## config.mk

```make
export PLATFORM = sky130hd
export DESIGN_NAME = spi_reg_bridge_flat
export DESIGN_NICKNAME = d
export VERILOG_FILES = /design/src/rtl/spi_reg_pkg.sv /design/src/rtl/spi_reg_if.sv /design/src/rtl/spi_reg_file.sv /design/src/rtl/spi_reg_bridge.sv /design/src/flat_wrapper.sv
export SDC_FILE = /design/constraint.sdc
export NUM_CORES = 1
export LEC_CHECK = 0
export ABC_AREA = 1
export CAP_MARGIN = 25
export CORE_MARGIN = 10
export CORE_UTILIZATION = 35
export CTS_BUF_LIST = sky130_fd_sc_hd__clkbuf_8
export DETAILED_ROUTE_END_ITERATION = 6
export GPL_TIMING_DRIVEN = 0
export PLACE_DENSITY = 0.57
export SLEW_MARGIN = 25
export SYNTH_ARGS = -nofsm -noshare
export SYNTH_HDL_FRONTEND = slang
export SYNTH_HIERARCHICAL = 1
export SYNTH_SLANG_ARGS = --single-unit
```

## constraint.sdc

```tcl
create_clock -name clk -period 2.9 [get_ports clk]
set_clock_uncertainty 0.1 [all_clocks]
set_input_delay 0.29 -clock clk [delete_from_list [all_inputs] [get_ports clk]]
set_output_delay 0.29 -clock clk [all_outputs]
set_load 0.03 [all_outputs]
```

## src/rtl/spi_reg_pkg.sv

```systemverilog
// Shared types and constants for the SPI register bridge: FSM states,
// command byte layout and the default response bytes.
package spi_reg_pkg;

  typedef enum logic [2:0] {
    WAIT_CMD = 3'd0,
    CMD      = 3'd1,
    WR       = 3'd2,
    RD       = 3'd3,
    IGNORE   = 3'd4
  } state_t;

  localparam int          CMD_RD_BIT    = 7;
  localparam logic [7:0]  SYNC_BYTE_DEF = 8'h5A;
  localparam logic [7:0]  ERR_BYTE      = 8'hFF;
  localparam logic [7:0]  ID_VALUE_DEF  = 8'hA5;

endpackage

```

## src/rtl/spi_reg_if.sv

```systemverilog
// Byte-level link between spi_slave (master side) and the register bridge.
// rx_valid and tx_load are single-cycle strobes; there is no back-pressure,
// so a byte is transferred on every cycle its strobe is high.
interface spi_reg_if;
  logic       frame_active;
  logic       rx_valid;
  logic [7:0] rx_data;
  logic [7:0] tx_data;
  logic       tx_load;

  modport master (output frame_active, rx_valid, rx_data, input tx_data, tx_load);
  modport slave  (input frame_active, rx_valid, rx_data, output tx_data, tx_load);
endinterface

```

## src/rtl/spi_reg_file.sv

```systemverilog
// 2**ADDR_W x 8 register file: one write port, one combinational read port,
// top address hard-wired to a read-only ID constant.
module spi_reg_file #(
  parameter int         ADDR_W   = 4,
  parameter logic [7:0] ID_VALUE = 8'hA5
) (
  input  logic              clk,
  input  logic              rst_n,
  input  logic              we,
  input  logic [ADDR_W-1:0] waddr,
  input  logic [7:0]        wdata,
  input  logic [ADDR_W-1:0] raddr,
  output logic [7:0]        rdata,
  output logic              reg0_bit0
);

  localparam int               NREGS    = 2 ** ADDR_W;
  localparam logic [ADDR_W-1:0] TOP_ADDR = ADDR_W'(NREGS - 1);

  // The ID slot has no storage; only the writable registers are flops.
  logic [7:0] regs [NREGS-1];

  always_ff @(posedge clk or negedge rst_n) begin
    if (!rst_n) begin
      for (int i = 0; i < NREGS - 1; i++) regs[i] <= 8'h00;
    end else if (we && (waddr != TOP_ADDR)) begin
      regs[waddr] <= wdata;
    end
  end

  assign rdata     = (raddr == TOP_ADDR) ? ID_VALUE : regs[raddr];
  assign reg0_bit0 = regs[0][0];

endmodule

```

## src/rtl/spi_reg_bridge.sv

```systemverilog
// Parses SPI frames (command byte + data bytes) into register reads/writes
// and feeds response bytes back to spi_slave for MISO.
module spi_reg_bridge
  import spi_reg_pkg::*;
#(
  parameter int         ADDR_W    = 4,
  parameter logic [7:0] ID_VALUE  = ID_VALUE_DEF,
  parameter logic [7:0] SYNC_BYTE = SYNC_BYTE_DEF
) (
  input  logic      clk,
  input  logic      rst_n,
  spi_reg_if.slave  bus,
  output logic      led,
  output state_t    dbg_state
);

  state_t            state;
  logic              frame_q;
  logic [ADDR_W-1:0] addr;
  logic [7:0]        tx_data_q;
  logic              tx_load_q;

  logic              frame_rise;
  logic              byte_ok;
  logic              cmd_reserved;
  logic              cmd_is_rd;
  logic [ADDR_W-1:0] cmd_addr;
  logic [ADDR_W-1:0] rd_addr;
  logic [7:0]        rd_data;
  logic              we;

  assign frame_rise   = bus.frame_active && !frame_q;
  // A byte counts only inside a frame and never on the SYNC preload cycle.
  assign byte_ok      = bus.frame_active && !frame_rise && bus.rx_valid;
  assign cmd_reserved = |(bus.rx_data[6:0] >> ADDR_W);
  assign cmd_is_rd    = bus.rx_data[CMD_RD_BIT];
  assign cmd_addr     = bus.rx_data[ADDR_W-1:0];
  assign rd_addr      = (state == CMD) ? cmd_addr : addr;
  assign we           = byte_ok && (state == WR);

  spi_reg_file #(.ADDR_W(ADDR_W), .ID_VALUE(ID_VALUE)) u_regs (
    .clk       (clk),
    .rst_n     (rst_n),
    .we        (we),
    .waddr     (addr),
    .wdata     (bus.rx_data),
    .raddr     (rd_addr),
    .rdata     (rd_data),
    .reg0_bit0 (led)
  );

  always_ff @(posedge clk or negedge rst_n) begin
    if (!rst_n) begin
      state     <= WAIT_CMD;
      frame_q   <= 1'b0;
      addr      <= '0;
      tx_data_q <= 8'h00;
      tx_load_q <= 1'b0;
    end else begin
      frame_q   <= bus.frame_active;
      tx_load_q <= 1'b0;
      if (!bus.frame_active) begin
        state <= WAIT_CMD;
        addr  <= '0;
      end else if (frame_rise) begin
        state     <= CMD;
        tx_data_q <= SYNC_BYTE;
        tx_load_q <= 1'b1;
      end else if (byte_ok) begin
        case (state)
          CMD: begin
            if (cmd_reserved) begin
              state     <= IGNORE;
              tx_data_q <= ERR_BYTE;
              tx_load_q <= 1'b1;
            end else if (cmd_is_rd) begin
              state     <= RD;
              tx_data_q <= rd_data;
              tx_load_q <= 1'b1;
              addr      <= cmd_addr + 1'b1;
            end else begin
              state <= WR;
              addr  <= cmd_addr;
            end
          end
          WR: addr <= addr + 1'b1;
          RD: begin
            tx_data_q <= rd_data;
            tx_load_q <= 1'b1;
            addr      <= addr + 1'b1;
          end
          IGNORE: begin
            tx_data_q <= ERR_BYTE;
            tx_load_q <= 1'b1;
          end
          default: state <= WAIT_CMD;
        endcase
      end
    end
  end

  assign bus.tx_data = tx_data_q;
  assign bus.tx_load = tx_load_q;
  assign dbg_state   = state;

endmodule

```

## src/flat_wrapper.sv

```systemverilog
// flat-port wrapper written by rule: the top's interface ports become plain ports
module spi_reg_bridge_flat import spi_reg_pkg::*;
#(
  parameter int         ADDR_W    = 4,
  parameter logic [7:0] ID_VALUE  = ID_VALUE_DEF,
  parameter logic [7:0] SYNC_BYTE = SYNC_BYTE_DEF
)
  (clk, rst_n, led, dbg_state, bus_frame_active, bus_rx_valid, bus_rx_data, bus_tx_data, bus_tx_load);
  spi_reg_if bus_i ();
  input  logic clk;
  input  logic rst_n;
  output logic led;
  output state_t dbg_state;
  input wire logic [$bits(bus_i.frame_active)-1:0] bus_frame_active;
  input wire logic [$bits(bus_i.rx_valid)-1:0] bus_rx_valid;
  input wire logic [$bits(bus_i.rx_data)-1:0] bus_rx_data;
  output wire logic [$bits(bus_i.tx_data)-1:0] bus_tx_data;
  output wire logic [$bits(bus_i.tx_load)-1:0] bus_tx_load;
  assign bus_i.frame_active = bus_frame_active;
  assign bus_i.rx_valid = bus_rx_valid;
  assign bus_i.rx_data = bus_rx_data;
  assign bus_tx_data = bus_i.tx_data;
  assign bus_tx_load = bus_i.tx_load;
  spi_reg_bridge #(.ADDR_W(ADDR_W), .ID_VALUE(ID_VALUE), .SYNC_BYTE(SYNC_BYTE)) u_core (.clk(clk), .rst_n(rst_n), .bus(bus_i), .led(led), .dbg_state(dbg_state));
endmodule
```

==> impl.org, run 1 <==
** Outcome
- Result of the run :: finished, final reports clean

** Cells and area
- Number of diodes :: 0
- Nets@finish :: 961
- From synthesis to final layout, the design area changed by 15.8%.
- The finished layout holds 1,225 standard cells, fillers aside.
- In the final layout, the share of cells above drive strength 1 is 0.128.
- Register cell area after layout :: 0.00343 mm2
- In the final layout, the multi-input gates occupy 0.00298 mm2.
- Number of filler cells placed in the layout :: 2,107
- After routing the design area is 0.00809 mm2.
- Final core utilization :: 0.414

** Place
- The count of buffers added on input and output ports is 24.
- The congestion estimate from routability-driven global placement came to 0.913.
- In this run, placement finished with an instance count of 1,192.
- Placement-stage cell area :: 0.00759 mm2
- The HPWL after detailed placement is 14,800 um.

** Drt
- Total Routed Length :: 20,300 um
- Post-detailed-route count of antenna-violating nets :: 0
- After the first detailed-routing iteration, the DRC count stood at 461.
- DRC Markers :: 0
- In the final routed layout, each cell accounts on average for 16.6 um.
- Vias after detailed routing :: 6,069
- Using the TritonRoute via totals, the vias-per-cell ratio works out to 4.95.
- For this run, the detailed router's first-pass iteration total came to 5.

** Timing
- Of the available clock period, the critical path in the final layout requires 0.915.
- Summed over all failing endpoints, the final setup total negative slack is 0 ns.
- The count of endpoints failing hold in the final timing report is 0.
- Minimum period implied by the final worst setup slack :: 2.65 ns
- The tightest hold path in the finished design has a slack of 0.247 ns.
- Final number of max-transition violations :: 0
- Slew at the pin closest to its max-slew limit :: 0.736 ns
- Slew margin rel. :: 0.509
- Setup violations remaining at the end of the flow were counted as 0.
- Fmax :: 0.377 GHz
- Setup repair after global routing left no endpoint under its margin.

** Floorplanning
- The floorplan step defined a die boundary enclosing 0.0260 mm2.
- Die Span Y :: 161 um
- Placement row count :: 51
- For this configuration, the core starts out at a cell density of 0.358.
- Core footprint :: 0.0195 mm2
- The floorplan step set the die width to 161 um.
- In this run the count of I/O pins placed on the die edge is 25.

** Clock tree
- CTS saw 137 sinks.
- Insertion delay to the later sink of the worst-skew pair :: 0.45 ns
- Clock buffer depth :: 2
- Clock tree from TritonCTS :: yes
- Clock-pin slew was measured on the worst setup and hold paths at 0.08 ns.
- Clock buffer count from CTS :: 17
- CTS root buf :: clkbuf_8
- The H-tree generated during clock tree synthesis spans 4 levels.
- # Post-CTS Setup Buffers :: 0

** Setup path
- The critical path is of the reg -> reg type.
- The worst register-to-register path begins at u_core/dbg_state[2]$_DFFE_PN0P_.
- Cell count of the worst reg-to-reg path :: 14
- Setup slack on the worst reg-to-reg path comes out at 0.25 ns.
- Of all nets on the critical path, the largest fanout is 10.
- In this run the critical register-to-register path is captured at u_core/bus.tx_data[3]$_DFFE_PN0P_.
- Crit. End Element :: register
- Required @ worst endpoint :: 3.15 ns
- Data arrival time of the worst path :: 2.90 ns
- Startpoint class of the critical path :: register

** Synthesis
- Fraction of post-synthesis cell area in the top cell type by area :: 0.490
- Most used flip-flop cell after synthesis :: dfrtp_1
- Combinational family with the most area after synthesis :: simple AND/OR/NAND/NOR gates
- Yosys mapped a number of flops with a built-in enable equal to 0.
- Post-Synthesis Mean Instance Area :: 7.75 um2
- After synthesis, the share of cell area in mux cells is 0.
- Top cells by count, synth :: nand2_1 (273), dfrtp_1 (137), o21ai_0 (94), inv_1 (87), nand3_1 (80)
- The complex-gate fraction of the synthesized area was 0.120.
- Synthesized-area fraction occupied by adder cells :: 0.00358
- Mapped Area :: 0.00699 mm2
- During synthesis, Yosys emitted a total of 6 warnings.
- Async S/R FF share, synth :: 1.00
- Post-synthesis instance total :: 902
- Of the total synthesized cell area, the portion taken by AND, OR, NAND and NOR gates is 0.299.
- The netlist uses 30 different library cells.
- Post-Syn Nets :: 916
- The synthesized design spends more area on one cell type than any other, namely dfrtp_1.
- Sequential element share of the synthesized area :: 0.490
- Yosys instantiated no cell more often than nand2_1.
- Cell types with the largest area share after synthesis :: dfrtp_1 (49%), nand2_1 (15%), o21ai_0 (6.7%)
- Synthesis inferred 137 register bits.
- Of the total synthesized cell area, the portion taken by XOR and XNOR cells is 0.00125.

** Flow run
- Max-cap violations in this run came to 0.

** Global routing
- The first global-routing pass estimated 33,000 um of wire.
- Maximum number of pins on one net before global-route repair :: 79
- Initial antenna violation count :: 0
- Overall routing resource usage :: 0.162
- The number of global-route vias before repair came to 5,932.
- GR Overflow Total :: 0

** Pwr
- Across the VDD grid, the largest voltage drop is 265 uV.
- P_leak :: 0.00383 uW
- For this design the ratio of total power to cell area is 536 mW/mm2.

** Worst hold path
- In this run the worst hold path is classified as in -> async.
-- flip-flops by register name, summed over array words and instances, names as in the netlist --
name	cells
u_core/u_regs/regs	119
u_core/bus.tx_load	1
u_core/frame_q	1
u_core/u_regs/reg0_bit0	1
u_core/dbg_state	3
u_core/bus.tx_data	8
u_core/addr	4
-- layout by cell type (no fill, tap or decap), drive strengths merged --
cell and n:
a21oi 36, and3 1, buf 26, bufinv 4, clkbuf 39, clkdlybuf4s50 23
clkinv 7, clkinvlp 1, dfrtp 137, dlygate4sd3 1, ha 2, inv 91
nand2 285, nand3 83, nand4 19, nor2 75, nor3 5, o21ai 118
o22ai 1, or2 5, xnor2 1
-- metrics by stage --
step           worst slack (ns)  power, uW
2_1_floorplan             0.490       2340
5_1_grt                0.000213       4530
6_report                  0.245       4340
3_5_place_dp             -0.254       2610
4_1_cts                 0.00108       4380
3_3_place_gp              -4.33       2600
-- cells by family (layout without fill, tap and decap cells) --
| group | count (synthesis) | after routing |
|---|---|---|
| fa+ha+maj | 2 | 2 |
| xor+xnor | 1 | 1 |
| compound gates | 155 | 155 |
| simple gates | 473 | 473 |
| buf+inv | 134 | 192 |
| flops | 137 | 137 |
-- worst max-delay path, stage by stage (launching register included) --
cell	delay [ns]
dfrtp_1	0.44
inv_2	0.15
nand3_2	0.18
o21ai_2	0.21
clkbuf_4	0.24
buf_2	0.27
nand2_1	0.08
nand3_1	0.20
nand4_1	0.12
nand3_1	0.11
nand2_1	0.07
nor2_1	0.11
nand3_1	0.09
nand4_1	0.11
nand2_1	0.05
-- routing by layer --
layer	routed length (um)	vias to the layer above	global-route usage
met3	804	26	0.0287
met1	9490	2930	0.215
met4	396	0	0.0653
met2	9660	124	0.255
li1	-	2989	-
met5	0	-	0
-- area by class of cell --
class / instances / area share
buffer: 43 / 0.0343
clock buffer: 20 / 0.0340
clock inverter: 12 / 0.0210
inverter: 91 / 0.0424
multi-input combinational: 631 / 0.368
sequential: 137 / 0.424
tap: 265 / 0.0410
timing repair buffer: 26 / 0.0349
-- what timing repair did --
item / 4_1_cts / 5_1_grt
resized for setup: 4 / 24
gates cloned: 0 / 0
hold endpoints to repair: 59 / 0
hold buffers: 1 / 0
endpoints found under the setup margin: 8 / 29
-- power by group --
group	internal, uW	total [uW]	switching [uW]
Clock	1000	1760	756
Combinational	187	626	439
Sequential	1930	1950	23.9
-- worst max-delay path by stage --
stage	startpoint	end	slack, ns	cells past startpoint
after floorplan	u_core/dbg_state[1]$_DFFE_PN0P_	u_core/u_regs/regs[46]$_DFFE_PN0P_	0.49	8
after global placement	rst_n	u_core/bus.tx_data[6]$_DFFE_PN0P_	-4.33	1
after detailed placement	bus_rx_data[0]	u_core/bus.tx_data[5]$_DFFE_PN0P_	-0.25	13
after CTS	u_core/dbg_state[2]$_DFFE_PN0P_	u_core/bus.tx_data[4]$_DFFE_PN0P_	0.001	18
after global routing	u_core/dbg_state[2]$_DFFE_PN0P_	u_core/bus.tx_data[5]$_DFFE_PN0P_	0.0002	15
final	u_core/dbg_state[2]$_DFFE_PN0P_	u_core/bus.tx_data[3]$_DFFE_PN0P_	0.25	14
Note: power is estimated with default switching activity, not from simulation.
==> run 2: changes to the inputs <==
--- a/config.mk
+++ b/config.mk
@@ -11,7 +11,7 @@
 export CORE_UTILIZATION = 35
 export CTS_BUF_LIST = sky130_fd_sc_hd__clkbuf_8
 export DETAILED_ROUTE_END_ITERATION = 6
-export GPL_TIMING_DRIVEN = 0
+export GPL_TIMING_DRIVEN = 1
 export PLACE_DENSITY = 0.57
 export SLEW_MARGIN = 25
 export SYNTH_ARGS = -nofsm -noshare
==> impl.org, run 2 (synthesized netlist as in run 1, its figures left out) <==
** Cells and area
- Synthesis-to-finish area growth :: 14.5% (was 15.8%)
- Max FFs per register :: 119 (unchanged)
- Most frequent standard cell in the layout excluding fill and tap cells :: nand2_1 (unchanged)
- The number of fill cells in the layout came to 2,051 (was 2,107).
- Number of diodes :: 0 (unchanged)
- Most frequent cells in the layout: nand2_1 (273), dfrtp_1 (137), o21ai_0 (93) (was nand2_1 (273), dfrtp_1 (136), o21ai_0 (91)).
- Nets@finish :: 944 (was 961)
- The largest register by flop count was u_core/u_regs/regs (unchanged).
- Fraction of layout instances using a drive strength above 1 :: 0.115 (was 0.128)
- Layout Cell Area excl Fill :: 0.00801 mm2 (was 0.00809 mm2)

** Pwr
- The leakage dissipation is 0.00380 uW (was 0.00383 uW).
- Peak VDD IR :: 261 uV (was 265 uV)
- The cell area power density came to 542 mW/mm2 (was 536 mW/mm2).

** Setup path
- The launching point of the worst reg2reg path is u_core/dbg_state[2]$_DFFE_PN0P_ (unchanged).
- Data arrival time of the worst path :: 2.93 ns (was 2.90 ns)
- Reg-to-Reg End :: u_core/bus.tx_data[6]$_DFFE_PN0P_ (was u_core/bus.tx_data[3]$_DFFE_PN0P_)
- Largest fanout on the critical path :: 17 (was 10)
- The cell with the largest stage delay on the worst path was dfrtp_1 (unchanged).
- Crit-path cells :: inv_2 -> nand3_2 -> nand2_1 -> o21ai_4 -> buf_4 -> nor2_1 -> buf_4 -> nand2_1 -> o21ai_0 -> nand2_1 -> nand2_1 -> inv_1 -> nand2_1 -> nor2_1 -> nand3_1 -> nand4_1 -> nand2_1 (was inv_2 -> nand3_2 -> o21ai_2 -> clkbuf_4 -> buf_2 -> nand2_1 -> nand3_1 -> nand4_1 -> nand3_1 -> nand2_1 -> nor2_1 -> nand3_1 -> nand4_1 -> nand2_1)
- Cell count of the worst reg-to-reg path :: 17 (was 14)
- Most used cell, CP :: nand2_1
- Crit. End Element :: register (unchanged)
- The category of the most critical setup path was reg -> reg (unchanged).
- Startpoint class of the critical path :: register (unchanged)
- Critical path origin :: u_core/dbg_state[2]$_DFFE_PN0P_ (unchanged)
- The required time of the critical path came to 3.19 ns (was 3.15 ns).
- Largest stage delay, worst path :: 0.42 ns (was 0.44 ns)
- Register-to-register path setup slack :: 0.26 ns (was 0.25 ns)

** Drt
- Vias per std cell :: 4.90 (was 4.95)
- Total Routed Length :: 20,000 um (was 20,300 um)
- Drt first pass iters :: 6 (was 5)
- DRC Markers :: 0 (unchanged)
- The wire length per cell came to 16.6 um (about the same).
- The antenna violation net count after detailed routing came to 0 (unchanged).
- The count of vias placed by the detailed router came to 5,923 (was 6,069).
- Violation count after the first detailed-routing iteration :: 729 (was 461)

** Floorplanning
- The core footprint came to 0.0195 mm2 (unchanged).
- The standard-cell row count is 51 (unchanged).
- The initial core utilization is 0.358 (unchanged).
- Die Area :: 0.0260 mm2 (unchanged)
- Horizontal die dimension :: 161 um (unchanged)
- Count of pins on the block boundary :: 25 (unchanged)
- The die height came to 161 um (unchanged).

** Outcome
- Result of the run :: finished, final reports clean (unchanged)

** Global routing
- Initial antenna violation count :: 0 (unchanged)
- The number of global-route vias before repair was 5,479 (was 5,932).
- The global-route usage over all layers came to 0.156 (was 0.162).
- Maximum number of pins on one net before global-route repair :: 66 (was 79)
- GR Overflow Total :: 0 (unchanged)
- Global-route wire length before repair :: 31,900 um (was 33,000 um)

** Place
- The weighted congestion reported at the end of routability-driven placement was 0.870 (was 0.913).
- Number of buffers inserted by port buffering :: 24 (unchanged)
- The half-perimeter wire length of the detailed placement result was 13,800 um (was 14,800 um).
- The total placed instance area was 0.00756 mm2 (was 0.00759 mm2).

** Timing
- Minimum period implied by the final worst setup slack :: 2.64 ns (was 2.65 ns)
- The final number of max-transition violations is 0 (unchanged).
- The achievable clock frequency came to 0.379 GHz (was 0.377 GHz).
- Slew margin rel. :: 0.444 (was 0.509)
- The final clock period utilization by the worst path was 0.909 (was 0.915).
- RSZ-0062 raised after global routing: false (unchanged).
- The count of endpoints failing hold in the final timing report was 0 (unchanged).
- Aggregate negative setup slack :: 0 ns (unchanged)
- The setup violation total in the final timing report came to 0 (unchanged).
- Slew at the pin closest to its max-slew limit :: 0.833 ns (was 0.736 ns)

** Clock tree
- The master cell of the clock root buffer is clkbuf_8 (unchanged).
- H-tree depth :: 4 (unchanged)
- The worst-skew pair later-pin latency came to 0.46 ns (was 0.45 ns).
- The total CTS buffers came to 17 (unchanged).
- Clock slew at the register clock pins of the worst setup and hold paths :: 0.08 ns (about the same)
- The maximum buffer depth of the clock tree is 2 (unchanged).
- Clock sink count :: 137 (unchanged)
- Post-CTS sizing :: 0 (was 4)
- The TritonCTS clock tree is yes (unchanged).
- # Post-CTS Setup Buffers :: 0 (unchanged)

** Flow run
- The count of max-cap constraint violations is 0 (unchanged).

** Worst hold path
- Class of the tightest hold or removal check :: in -> async (unchanged)
## run 2: cell types whose count changed in the layout (fill, tap and decap cells not counted), moves of 3 or more
cell,before,now
buf_6,9,1
buf_4,5,24
buf_12,0,3
inv_1,86,89
clkbuf_2,5,0
clkbuf_1,11,0
buf_2,10,0
clkbuf_4,3,0
clkinv_2,6,2
## run 2: how the worst max path moves through the flow
stage / cells past startpoint / slack [ns] / to
CTS: 16 / 0.25 / u_core/bus.tx_data[1]$_DFFE_PN0P_
floorplan: 8 / 0.49 / u_core/u_regs/regs[46]$_DFFE_PN0P_
finish: 17 / 0.26 / u_core/bus.tx_data[6]$_DFFE_PN0P_
detailed placement: 15 / 0.18 / u_core/bus.tx_data[1]$_DFFE_PN0P_
global route: 16 / 0.002 / u_core/bus.tx_data[3]$_DFFE_PN0P_
global placement: 15 / 0.17 / u_core/bus.tx_data[1]$_DFFE_PN0P_
## run 2: worst max-delay path, delay by kind of cell, from the launching register on
family                 cells  cell delay (ns)
DFF                        1             0.42
buffers and inverters      4             0.66
and+or+nand+nor           11             1.14
AOI/OAI and AO/OA          2             0.24
## run 2: per-layer routing
metal / global-route usage / routed length (um) / up-vias
met1: 0.220 / 9570 / 2810
met5: 0 / 0 / -
li1: - / - / 2947
met2: 0.240 / 9290 / 157
met4: 0.0380 / 138 / 0
met3: 0.0315 / 1030 / 9
## run 2: per-stage QoR
step | hold WS (ns) | power [uW] | instances | utilization | worst slack (ns)
3_5_place_dp | 0.238 | 2630 | 1175 | 0.387 | 0.175
3_3_place_gp | 0.240 | 2630 | 1175 | 0.387 | 0.170
4_1_cts | 0.299 | 4380 | 1208 | 0.410 | 0.247
2_1_floorplan | -0.106 | 2340 | 902 | - | 0.490
6_report | 0.306 | 4340 | 1208 | 0.410 | 0.264
5_1_grt | 0.348 | 4540 | 1208 | 0.410 | 0.00152
## run 2: final cells by class
type | instances | area (um2) | share of cell area
Clock buffer | 19 | 262 | 0.0327
Clock inverter | 13 | 178 | 0.0222
Inverter | 91 | 342 | 0.0427
Multi-Input combinational cell | 631 | 2970 | 0.371
Sequential cell | 137 | 3430 | 0.428
Tap cell | 265 | 332 | 0.0414
Timing Repair Buffer | 52 | 492 | 0.0614
## run 2: where the power goes
part	switching [uW]	internal, uW	total (uW)	leakage [uW]
Combinational	441	201	642	0.00170
Sequential	21.0	1930	1950	0.00188
Clock	771	975	1750	0.000220
## run 2: timing repair
action	in CTS	in global routing
hold buffers	1	0
endpoints found under the hold margin	63	0
setup endpoints to repair	0	0
==> run 3: changes to the inputs <==
--- a/config.mk
+++ b/config.mk
@@ -12,6 +12,7 @@
 export CTS_BUF_LIST = sky130_fd_sc_hd__clkbuf_8
 export DETAILED_ROUTE_END_ITERATION = 6
 export GPL_TIMING_DRIVEN = 1
+export MAX_ROUTING_LAYER = met4
 export PLACE_DENSITY = 0.57
 export SLEW_MARGIN = 25
 export SYNTH_ARGS = -nofsm -noshare
==> impl.org, run 3 (synthesized netlist as in run 1, its figures left out) <==
** Setup path
- Critical path origin :: u_core/dbg_state[2]$_DFFE_PN0P_ (unchanged)
- Classification of the worst setup path :: reg -> reg (unchanged)
- Data arrival time of the worst path :: 2.95 ns (was 2.93 ns)
- The capture instance of the worst register-to-register path was u_core/bus.tx_data[1]$_DFFE_PN0P_ (was u_core/bus.tx_data[6]$_DFFE_PN0P_).
- The worst setup path endpoint is u_core/bus.tx_data[1]$_DFFE_PN0P_ (was u_core/bus.tx_data[6]$_DFFE_PN0P_).
- Startpoint class of the critical path :: register (unchanged)
- The launching point of the worst reg2reg path was u_core/dbg_state[2]$_DFFE_PN0P_ (unchanged).
- Crit. End Element :: register (unchanged)
- The cell count of the worst reg-to-reg path was 16 (was 17).
- Largest fanout on the critical path :: 24 (was 17)
- Register-to-register path setup slack :: 0.24 ns (was 0.26 ns)
- Required @ worst endpoint :: 3.19 ns (about the same)

** Place
- Setup Slack @ Placement :: 0.175 ns (unchanged)
- The weighted congestion reported at the end of routability-driven placement was 0.884 (was 0.870).
- The number of I/O port buffers is 24 (unchanged).
- The half-perimeter wire length of the detailed placement result came to 13,800 um (unchanged).

** Clock tree
- The clock-pin transition on the worst setup and hold timing paths is 0.08 ns (about the same).
- Clock tree from TritonCTS :: yes (unchanged)
- Clock buffer depth :: 2 (unchanged)
- H-tree depth :: 4 (unchanged)
- CTS root buf :: clkbuf_8 (unchanged)
- Clock sink count :: 137 (unchanged)
- The worst-skew pair later-pin latency came to 0.45 ns (was 0.46 ns).
- The total CTS buffers came to 17 (unchanged).
- # Post-CTS Setup Buffers :: 0 (unchanged)

** Outcome
- Result of the run: finished, final reports clean (unchanged).

** Timing
- The slew at the pin closest to its max-slew limit came to 0.838 ns (was 0.833 ns).
- Fmax :: 0.376 GHz (was 0.379 GHz)
- RSZ-0062 raised after global routing :: false (unchanged)
- Final number of max-transition violations :: 0 (unchanged)
- Final worst setup slack :: 0.240 ns (was 0.264 ns)
- The relative slew slack is 0.441 (was 0.444).
- The final clock period utilization by the worst path is 0.917 (was 0.909).
- Minimum period implied by the final worst setup slack :: 2.66 ns (was 2.64 ns)
- Fin. Hold Viols :: 0 (unchanged)
- The worst hold margin came to 0.303 ns (was 0.306 ns).
- The summed negative setup slack over all endpoints is 0 ns (unchanged).
- Setup violations, final :: 0 (unchanged)

** Cells and area
- Final core utilization :: 0.410 (unchanged)
- The most common library cell in the layout ignoring fill and taps is nand2_1 (unchanged).
- The largest register by flop count is u_core/u_regs/regs (unchanged).
- Most frequent cells in the layout: nand2_1 (273), dfrtp_1 (137), o21ai_0 (92) (was nand2_1 (273), dfrtp_1 (137), o21ai_0 (93)).
- Number of diodes :: 0 (unchanged)
- The area growth from synthesis to final layout was 14.5% (unchanged).
- Number of filler cells placed in the layout :: 2,051 (unchanged)
- Fraction of layout instances using a drive strength above 1 :: 0.115 (unchanged)
- Nets@finish :: 944 (unchanged)
- Max FFs per register :: 119 (unchanged)

** Floorplanning
- Starting Density :: 0.358 (unchanged)
- Placement row count :: 51 (unchanged)
- Horizontal die dimension :: 161 um (unchanged)
- Die Area :: 0.0260 mm2 (unchanged)
- Die Span Y :: 161 um (unchanged)
- The I/O pin count is 25 (unchanged).
- Core footprint :: 0.0195 mm2 (unchanged)

** Drt
- The wire length per cell was 16.6 um (about the same).
- The antenna violation net count after detailed routing is 0 (unchanged).
- The average vias per placed instance is 4.92 (was 4.90).
- Vias after detailed routing :: 5,948 (was 5,923)
- Total Routed Length :: 20,000 um (about the same)
- The number of violations reported at the end of detailed-routing iteration 0 came to 696 (was 729).
- The number of iterations in the first detailed-routing pass came to 5 (was 6).
- DRC Markers :: 0 (unchanged)

** Global routing
- The largest net degree at the start of global routing was 66 (unchanged).
- GR Overflow Total :: 0 (unchanged)
- The global-route usage over all layers came to 0.160 (was 0.156).
- The number of global-route vias before repair came to 5,487 (was 5,479).
- Global-route wire length before repair :: 31,900 um (about the same)
- The number of antenna violations at the first check in global routing was 0 (unchanged).

** Worst hold path
- Class of the tightest hold or removal check :: in -> async (unchanged)

** Pwr
- P_leak :: 0.00380 uW (about the same)
- Peak VDD IR :: 260 uV (was 261 uV)
- The cell area power density is 542 mW/mm2 (about the same).

** Flow run
- Max_cap viols :: 0 (unchanged)
## run 3: per-layer routing
| layer | GRT usage | vias up | wire length [um] |
|---|---|---|---|
| li1 | - | 2957 | - |
| met1 | 0.219 | 2825 | 9510 |
| met2 | 0.240 | 155 | 9270 |
| met3 | 0.0323 | 11 | 1060 |
| met4 | 0.0380 | 0 | 146 |
| met5 | - | - | 0 |
## run 3: critical path: stages (launching register included)
cell and delay (ns):
dfrtp_1 0.42, inv_2 0.15, nand3_2 0.19, nand2_1 0.11
nand2_1 0.14, inv_1 0.11, buf_4 0.28, o21ai_0 0.12
o21ai_0 0.39, nand2_1 0.10, nand2_1 0.09, inv_1 0.04
nand2_1 0.05, nor2_1 0.04, nand3_1 0.08, nand4_1 0.10
nand2_1 0.07
## run 3: power breakdown
| part | internal (uW) | switching [uW] |
|---|---|---|
| Clock | 975 | 771 |
| Sequential | 1930 | 21.4 |
| Combinational | 201 | 441 |
| Total | 3110 | 1230 |
## run 3: area by class of cell
cell class                      instances  area (um2)  area share
Sequential cell                       137        3430       0.428
Timing Repair Buffer                   52         492      0.0614
Tap cell                              265         332      0.0414
Inverter                               91         342      0.0427
Clock buffer                           19         262      0.0327
Clock inverter                         13         178      0.0222
Multi-Input combinational cell        631        2970       0.371
## run 3: worst min path at each step
stage / start / end / cells after the start
after floorplan: rst_n / u_core/addr[0]$_DFFE_PN0P_ / 0
after global placement: rst_n / u_core/u_regs/regs[7]$_DFFE_PN0P_ / 1
after detailed placement: rst_n / u_core/u_regs/regs[12]$_DFFE_PN0P_ / 1
after CTS: rst_n / u_core/u_regs/regs[33]$_DFFE_PN0P_ / 2
after global routing: rst_n / u_core/u_regs/regs[33]$_DFFE_PN0P_ / 2
final: rst_n / u_core/u_regs/regs[33]$_DFFE_PN0P_ / 2
## run 3: stage by stage
stage / power [uW] / instance area [um2] / cells
finish: 4340 / 8010 / 1208
global route: 4540 / 8010 / 1208
CTS: 4380 / 8010 / 1208
detailed placement: 2630 / 7560 / 1175
global placement: 2630 / 7560 / 1175
floorplan: 2340 / 6990 / 902
## run 3: repair_timing
item,in CTS,in global routing
endpoints found under the hold margin,63,0
resized for setup,0,1
hold buffers,1,0
endpoints found under the setup margin,0,1
